<file path="src/rtl/gearbox_192_256_ctrl.sv">
// Upstream sequencer for the 192-to-256 gearbox: owns the gearbox enable and the
// 192-bit holding slot. Each slot goes to an alignment marker, client data or idle fill.
module gearbox_192_256_ctrl #(
   parameter int unsigned    AM_PERIOD = 16384,
   parameter logic [191:0]   AM_WORD   = {24{8'hA5}},
   parameter logic [191:0]   IDLE_WORD = {24{8'h07}},
   parameter int unsigned    CNT_W     = 32
) (
   input  logic               clk,
   input  logic               reset,
   input  logic               ctrl_enable,
   input  logic               ctrl_fill_en,
   input  logic               up_valid,
   input  logic [191:0]       up_data,
   output logic               up_take,
   output logic               gb_in_enable,
   input  logic               gb_out_idle,
   output logic [191:0]       gb_in_data,
   output logic               gb_in_datavalid,
   input  logic               dn_ready,
   output logic               gb_in_idle,
   output logic               st_running,
   output logic [CNT_W-1:0]   st_word_cnt,
   output logic [CNT_W-1:0]   st_am_cnt
);

   localparam int unsigned PER_W = (AM_PERIOD > 2) ? $clog2(AM_PERIOD) : 1;

   typedef enum logic [1:0] {S_OFF, S_START, S_RUN, S_DRAIN} state_t;

   state_t              state;
   state_t              state_nxt;
   logic                hold_vld;
   logic                hold_is_am;
   logic [191:0]        hold_data;
   logic [PER_W-1:0]    per_cnt;
   logic                am_due;

   logic                xfer;
   logic                period_end;
   logic                am_due_eff;
   logic                slot_free;
   logic                load_am;
   logic                load_client;
   logic                load_idle;
   logic                load_any;
   logic [191:0]        load_data;
   logic                start_abort;

   // Handshake: the held word is offered (gb_in_datavalid) only while the gearbox
   // reports out_idle; a word is consumed on every cycle datavalid is high.
   assign gb_in_enable    = (state != S_OFF);
   assign xfer            = hold_vld & gb_out_idle & gb_in_enable;
   assign gb_in_datavalid = xfer;
   assign gb_in_data      = hold_data;
   assign gb_in_idle      = dn_ready & gb_in_enable;
   assign st_running      = (state == S_RUN);

   // The last pre-marker word leaving makes the marker due on that same edge,
   // so it wins the refill without a bubble.
   assign period_end  = xfer & ~hold_is_am & (per_cnt == PER_W'(AM_PERIOD - 1));
   assign am_due_eff  = am_due | period_end;
   assign slot_free   = ~hold_vld | xfer;
   assign start_abort = (state == S_START) & ~ctrl_enable;

   always_comb begin
      load_am     = 1'b0;
      load_client = 1'b0;
      load_idle   = 1'b0;
      if (slot_free) begin
         case (state)
            S_START: load_am = ctrl_enable & am_due_eff;
            S_RUN: begin
               load_am     = am_due_eff;
               load_client = ~am_due_eff & up_valid;
               load_idle   = ~am_due_eff & ~up_valid & ctrl_fill_en;
            end
            S_DRAIN: load_am = am_due_eff;
            default: ;
         endcase
      end
   end

   assign load_any = load_am | load_client | load_idle;
   assign up_take  = load_client;

   always_comb begin
      load_data = IDLE_WORD;
      if (load_am)
         load_data = AM_WORD;
      else if (load_client)
         load_data = up_data;
   end

   always_comb begin
      state_nxt = state;
      case (state)
         S_OFF:   if (ctrl_enable) state_nxt = S_START;
         S_START: begin
            if (!ctrl_enable)
               state_nxt = S_OFF;
            else if (xfer && hold_is_am)
               state_nxt = S_RUN;
         end
         S_RUN:   if (!ctrl_enable) state_nxt = S_DRAIN;
         S_DRAIN: if (slot_free && !load_am) state_nxt = S_OFF;
         default: state_nxt = S_OFF;
      endcase
   end

   always_ff @(posedge clk) begin
      if (reset)
         state <= S_OFF;
      else
         state <= state_nxt;
   end

   always_ff @(posedge clk) begin
      if (reset) begin
         hold_vld   <= 1'b0;
         hold_is_am <= 1'b0;
         hold_data  <= '0;
      end else if (start_abort) begin
         hold_vld   <= 1'b0;
         hold_is_am <= 1'b0;
      end else if (slot_free) begin
         hold_vld   <= load_any;
         hold_is_am <= load_am;
         if (load_any)
            hold_data <= load_data;
      end
   end

   // Marker schedule counts transfers, not cycles, so backpressure never skews it.
   always_ff @(posedge clk) begin
      if (reset) begin
         am_due  <= 1'b0;
         per_cnt <= '0;
      end else if (state == S_OFF) begin
         am_due  <= ctrl_enable;
         per_cnt <= '0;
      end else if (start_abort) begin
         am_due  <= 1'b0;
         per_cnt <= '0;
      end else begin
         if (load_am)
            am_due <= 1'b0;
         else if (period_end)
            am_due <= 1'b1;
         if (period_end)
            per_cnt <= '0;
         else if (xfer && !hold_is_am)
            per_cnt <= per_cnt + 1'b1;
      end
   end

   always_ff @(posedge clk) begin
      if (reset) begin
         st_word_cnt <= '0;
         st_am_cnt   <= '0;
      end else if (xfer) begin
         st_word_cnt <= st_word_cnt + 1'b1;
         if (hold_is_am)
            st_am_cnt <= st_am_cnt + 1'b1;
      end
   end

endmodule
</file>
<file path="config.mk">
export PLATFORM = sky130hd
export DESIGN_NAME = gearbox_192_256_ctrl
export DESIGN_NICKNAME = d
export VERILOG_FILES = /design/src/rtl/gearbox_192_256_ctrl.sv
export SDC_FILE = /design/constraint.sdc
export NUM_CORES = 1
export LEC_CHECK = 0
export CAP_MARGIN = 20
export CORE_AREA = 2 2 226 117
export DETAILED_ROUTE_END_ITERATION = 7
export DIE_AREA = 0 0 228 119
export GPL_ROUTABILITY_DRIVEN = 0
export HOLD_SLACK_MARGIN = 0.1
export PLACE_DENSITY_LB_ADDON = 0.12
export SYNTH_ARGS = -nofsm -noshare
export SYNTH_HDL_FRONTEND = slang
export SYNTH_SLANG_ARGS = --single-unit
</file>
<file path="constraint.sdc">
create_clock -name clk -period 3 [get_ports clk]
set_input_delay 0.6 -clock clk [delete_from_list [all_inputs] [get_ports clk]]
set_output_delay 0.6 -clock clk [all_outputs]
set_load 0.01 [all_outputs]
</file>
# == Word level (Yosys, flattened, before mapping) ==
# Cells that the tools add are included.
# word_totals
register_bits,275
output_inout_bits,261
# classes
n_addsub,3
eq_ne,8
n_mux,18
bitwise_logic,20
n_reduce_logical,14
# ops
op,count
192-bit 2-to-1 mux,2
"32-bit by 1-bit adder with 32-bit output, second input constant",2
"14-bit by 1-bit adder with 14-bit output, second input constant",1
"14-bit == test, second input constant",1
1-bit bitwise AND,10
2-bit 2-to-1 mux,5
1-bit 2-to-1 mux,9
2-bit one-hot mux with 4 select lines,1
"2-bit != test, second input constant",3
1-bit inverter,6
"2-bit == test, second input constant",2
1-bit OR,4
4-bit AND reduction,1
4-bit nonzero test,1
2-bit OR reduction,2
4-bit OR reduction,1
1-bit logical AND,3
"3-bit by 2-bit != test with 1-bit output, second input constant",1
3-bit AND reduction,1
"2-bit by 1-bit == test with 1-bit output, second input constant",1
1-bit logical NOT,2
2-bit logical NOT,1
1-bit one-hot mux with 2 select lines,1
2-bit AND reduction,1
2-bit nonzero test,1

# == Longest topological paths before layout ==
# depth
depth_word,12
depth_mapped,8
mapped_depth_nobuf,6

# == Worst setup path before layout ==
# No wires, ideal clock.
# synth_timing
path_kind,input -> output
startpoint,input port gb_out_idle
endpoint,output port up_take
arrival_ns,1.867
t_required_ns,2.400
setup_slack_ns,0.533
path_stages,6
path_buffers,2
path_cell_list,o211ai_2 > or4_4 > o21ai_1 > buf_2 > buf_2 > inv_1
# synth_between
elab_chain_cells,9
# synth_lines
element,line,source
"start, declared",17,"input logic gb_out_idle,"
1-bit bitwise AND * (2 in a row),53,assign xfer = hold_vld & gb_out_idle & gb_in_enable;
1-bit bitwise AND (2 in a row),61,assign period_end = xfer & ~hold_is_am & (per_cnt == PER_W'(AM_PERIOD - 1));
1-bit OR,62,assign am_due_eff = am_due | period_end;
1-bit inverter,75,load_client = ~am_due_eff & up_valid;
1-bit bitwise AND,75,
1-bit 2-to-1 mux,71,case (state)
1-bit 2-to-1 mux *,70,if (slot_free) begin
"end, declared",15,"output logic up_take,"
# Mark *: on every way between the ends. The rest lies on a longest branch, timed or not.

# == Worst setup path in the final report ==
# Same ends and word-level chain as after synthesis.

==> impl_metrics.json <==
{
  "status": "finished, final reports clean",
  "report.power.total_mw": 7.496,
  "postSynth.asyncResetShare_pct": 0,
  "path_buf_inv": 3,
  "most-common-layout-cells": "clkdlybuf4s50_1 (457), dfxtp_1 (275), nor2_1 (79), a22o_1 (72), o221a_2 (72)",
  "layout_setup_ws_ps": 80.68,
  "viasPerCell": 5.212,
  "die_w_um": 228,
  "ys_seq_area_share_pct": 55.78,
  "dp_hpwl_mm": 24.72,
  "syn_area_um2": 9869,
  "r2r-end": "gb_in_data[154]$_SDFFE_PP0P_",
  "cts-root-buf": "clkbuf_16",
  "io_buffers": 459,
  "cp-start-kind": "input pin",
  "pwr_density_cell_nw_per_um2": 474.5,
  "antenna_found_initial": 1,
  "insertion_delay_ps": 520,
  "critical_path.max_stage_delay_ps": 550,
  "synth_nets": 1102,
  "fin_crit_sh_pct": 97.31,
  "r2r_slack_ps": 540,
  "row_count": 42,
  "tns_ps": 0,
  "r2r_cells": 8,
  "maxSlewHeadroom_pct": 55.22,
  "grtUsageTotal_pct": 23.63,
  "place_inst": 1671,
  "ios": 460,
  "synth_edf_count": 0,
  "grt_pass1_wl_mm": 51.16,
  "hold_depth": 1,
  "synth_top_flop_cell": "dfxtp_1",
  "stdcell_count": 1711,
  "r2r_start": "per_cnt[0]$_SDFFE_PP0P_",
  "cp_max_fo": 3,
  "fill_cells": 2123,
  "place_ws_ps": -122.3,
  "cp_slowest_cell": "or4_4",
  "synth_area_per_cell_um2": 10.97,
  "core_area_um2": 25540,
  "peakVddDrop_uv": 326.3,
  "layout_commonest_cell": "clkdlybuf4s50_1",
  "finalCriticalPeriod_ps": 2919,
  "ant_nets": 0,
  "critPathArrivalTime_ps": 2320,
  "ys_ff_latch": 275,
  "maxCapViolCount": 0,
  "endpoint_kind": "output pin",
  "clock-sinks": 275,
  "wl_per_cell_um": 19.70,
  "hold_ws_ps": 476.4,
  "worstHoldStart": "gb_in_data[164]$_SDFFE_PP0P_",
  "overflow": 0,
  "syn_inst": 900,
  "holdBufCountCts": 0,
  "synthToLayoutAreaGrowth_pct": 60.07,
  "setup.worst_path.start": "gb_out_idle",
  "grt_max_degree": 73,
  "synth.distinct_cells": 44,
  "num_vias": 8918,
  "routed_wl_mm": 33.70,
  "tightest_slew_ps": 665.6,
  "drt_pre_antenna_iters": 4,
  "dieArea_um2": 27130,
  "cts_buffers": 25,
  "cts_max_level": 1,
  "cts.path.max_buffers": 3,
  "initial_core_util_pct": 38.64,
  "crit_cells": 6,
  "final_hold_viol_count": 0,
  "p_leak_nw": 5.712,
  "grt_pass1_vias": 8370,
  "timing.critical_path.cells": "clkdlybuf4s50_1, o211ai_2, or4_4, o21ai_4, inv_1, dlygate4sd2_1",
  "clkTransAtPathRegs_ps": 70,
  "drc": 0,
  "drive_gt1_share_pct": 11.92,
  "drt-initial-drc-count": 598,
  "yosys_warnings": 0,
  "cp_top_family": "buffers and inverters",
  "antenna_cells": 0,
  "clock_skew_ps": 8.841,
  "crit_type": "in -> out",
  "finalMaxSlewViolations": 0,
  "rsz0062_at_grt": "no",
  "cp.required_ps": 2400,
  "min_path_type": "reg -> reg",
  "final_nets": 1548,
  "cp-endpoint": "up_take",
  "fp.dieH_um": 119,
  "max_freq_mhz": 342.5,
  "finalSetupViolations": 0,
  "cts_tree": "done"
}
## report_power, final
part	total (mW)	leakage, nW	switching (mW)	internal (mW)
sequential	3.70	2.22	0.0190	3.68
combinational	0.492	3.08	0.167	0.326
clock	3.30	0.415	1.38	1.92
## kinds of logic after synthesis
group,after synthesis,share of synthesized area (%)
flip-flops,275,55.78
XOR/XNOR,69,6.123
AND/OR/NAND/NOR,240,12.27
AO/OA/AOI/OAI,224,21.36
multiplexers,2,0.2155
adder cells (fa/ha/maj),3,0.3804
buffers and inverters,87,3.866
## how the worst min path moves through the flow
stage | endpoint | slack [ps]
after floorplan | per_cnt[1]$_SDFFE_PP0P_ | 470
after global placement | gb_in_data[92]$_SDFFE_PP0P_ | 460
after detailed placement | gb_in_data[99]$_SDFFE_PP0P_ | 460
after CTS | st_am_cnt[0]$_SDFFE_PP0P_ | 460
after global routing | st_am_cnt[2]$_SDFFE_PP0P_ | 480
final | gb_in_data[164]$_SDFFE_PP0P_ | 480
## state kept, by name (all words and copies together) (netlist names), named ones only
| signal | cells |
|---|---|
| am_due | 1 |
| gb_in_data | 192 |
| hold_is_am | 1 |
| hold_vld | 1 |
| per_cnt | 14 |
| st_am_cnt | 32 |
| st_word_cnt | 32 |
| state | 1 |
## timing repair
item | 4_1_cts | 5_1_grt
setup endpoints to repair | 1 | 0
setup buffers | 0 | 0
gates resized for setup | 1 | 0
## final cells by class
| class | count | area, um^2 | area share (%) |
|---|---|---|---|
| flip-flops and latches | 275 | 5505 | 34.85 |
| repair buffers | 496 | 4966 | 31.44 |
| multi-input cells | 538 | 4018 | 25.43 |
| clock buffers | 32 | 711.9 | 4.507 |
| well taps | 352 | 440.4 | 2.788 |
| clock inverters | 8 | 118.9 | 0.7524 |
| inverters | 10 | 37.54 | 0.2376 |
## per-stage QoR
| step | utilization (%) | cell area, um^2 |
|---|---|---|
| CTS | 61.86 | 15800 |
| global placement | 58.61 | 14970 |
| floorplan | - | 9869 |
| detailed placement | 58.61 | 14970 |
| global route | 61.86 | 15800 |
| finish | 61.86 | 15800 |
## worst reg2reg max path: cells and delay by family (launching register included)
family / cells / cell delay [ps]
adder cells (fa/ha/maj): 1 / 240
buffers and inverters: 2 / 390
AND/OR/NAND/NOR: 3 / 870
flip-flops: 1 / 390
AO/OA/AOI/OAI: 2 / 510
## synth_stat cells, types with 6 or more instances
library cell  number  area share, %
dfxtp_1          275             56
nor2_1            80            3.0
a22o_1            72            6.4
o221a_2           72            8.2
a221o_1           48            4.9
clkbuf_1          46            1.7
xor2_1            39            3.5
nand2_1           31            1.2
xnor2_1           30            2.7
nand4_1           28            1.8
buf_2             26            1.3
nand3_1           26            1.3
nor3_1            21            1.1
a21oi_1           14           0.71
and3_1            11           0.70
inv_1              9           0.34
and2_1             8           0.51
nor4_1             7           0.44
o21ai_0            7           0.35
and4_1             6           0.53
## metal layers
layer  global-route usage, %  up-vias  wire length, um
met5                       0        -               13
met4                   4.085        2              545
met3                   5.364       42             1938
met2                   37.63      289            15280
met1                   33.20     4322            15930
li1                        -     4263                -
(Power assumes the default switching activity.)
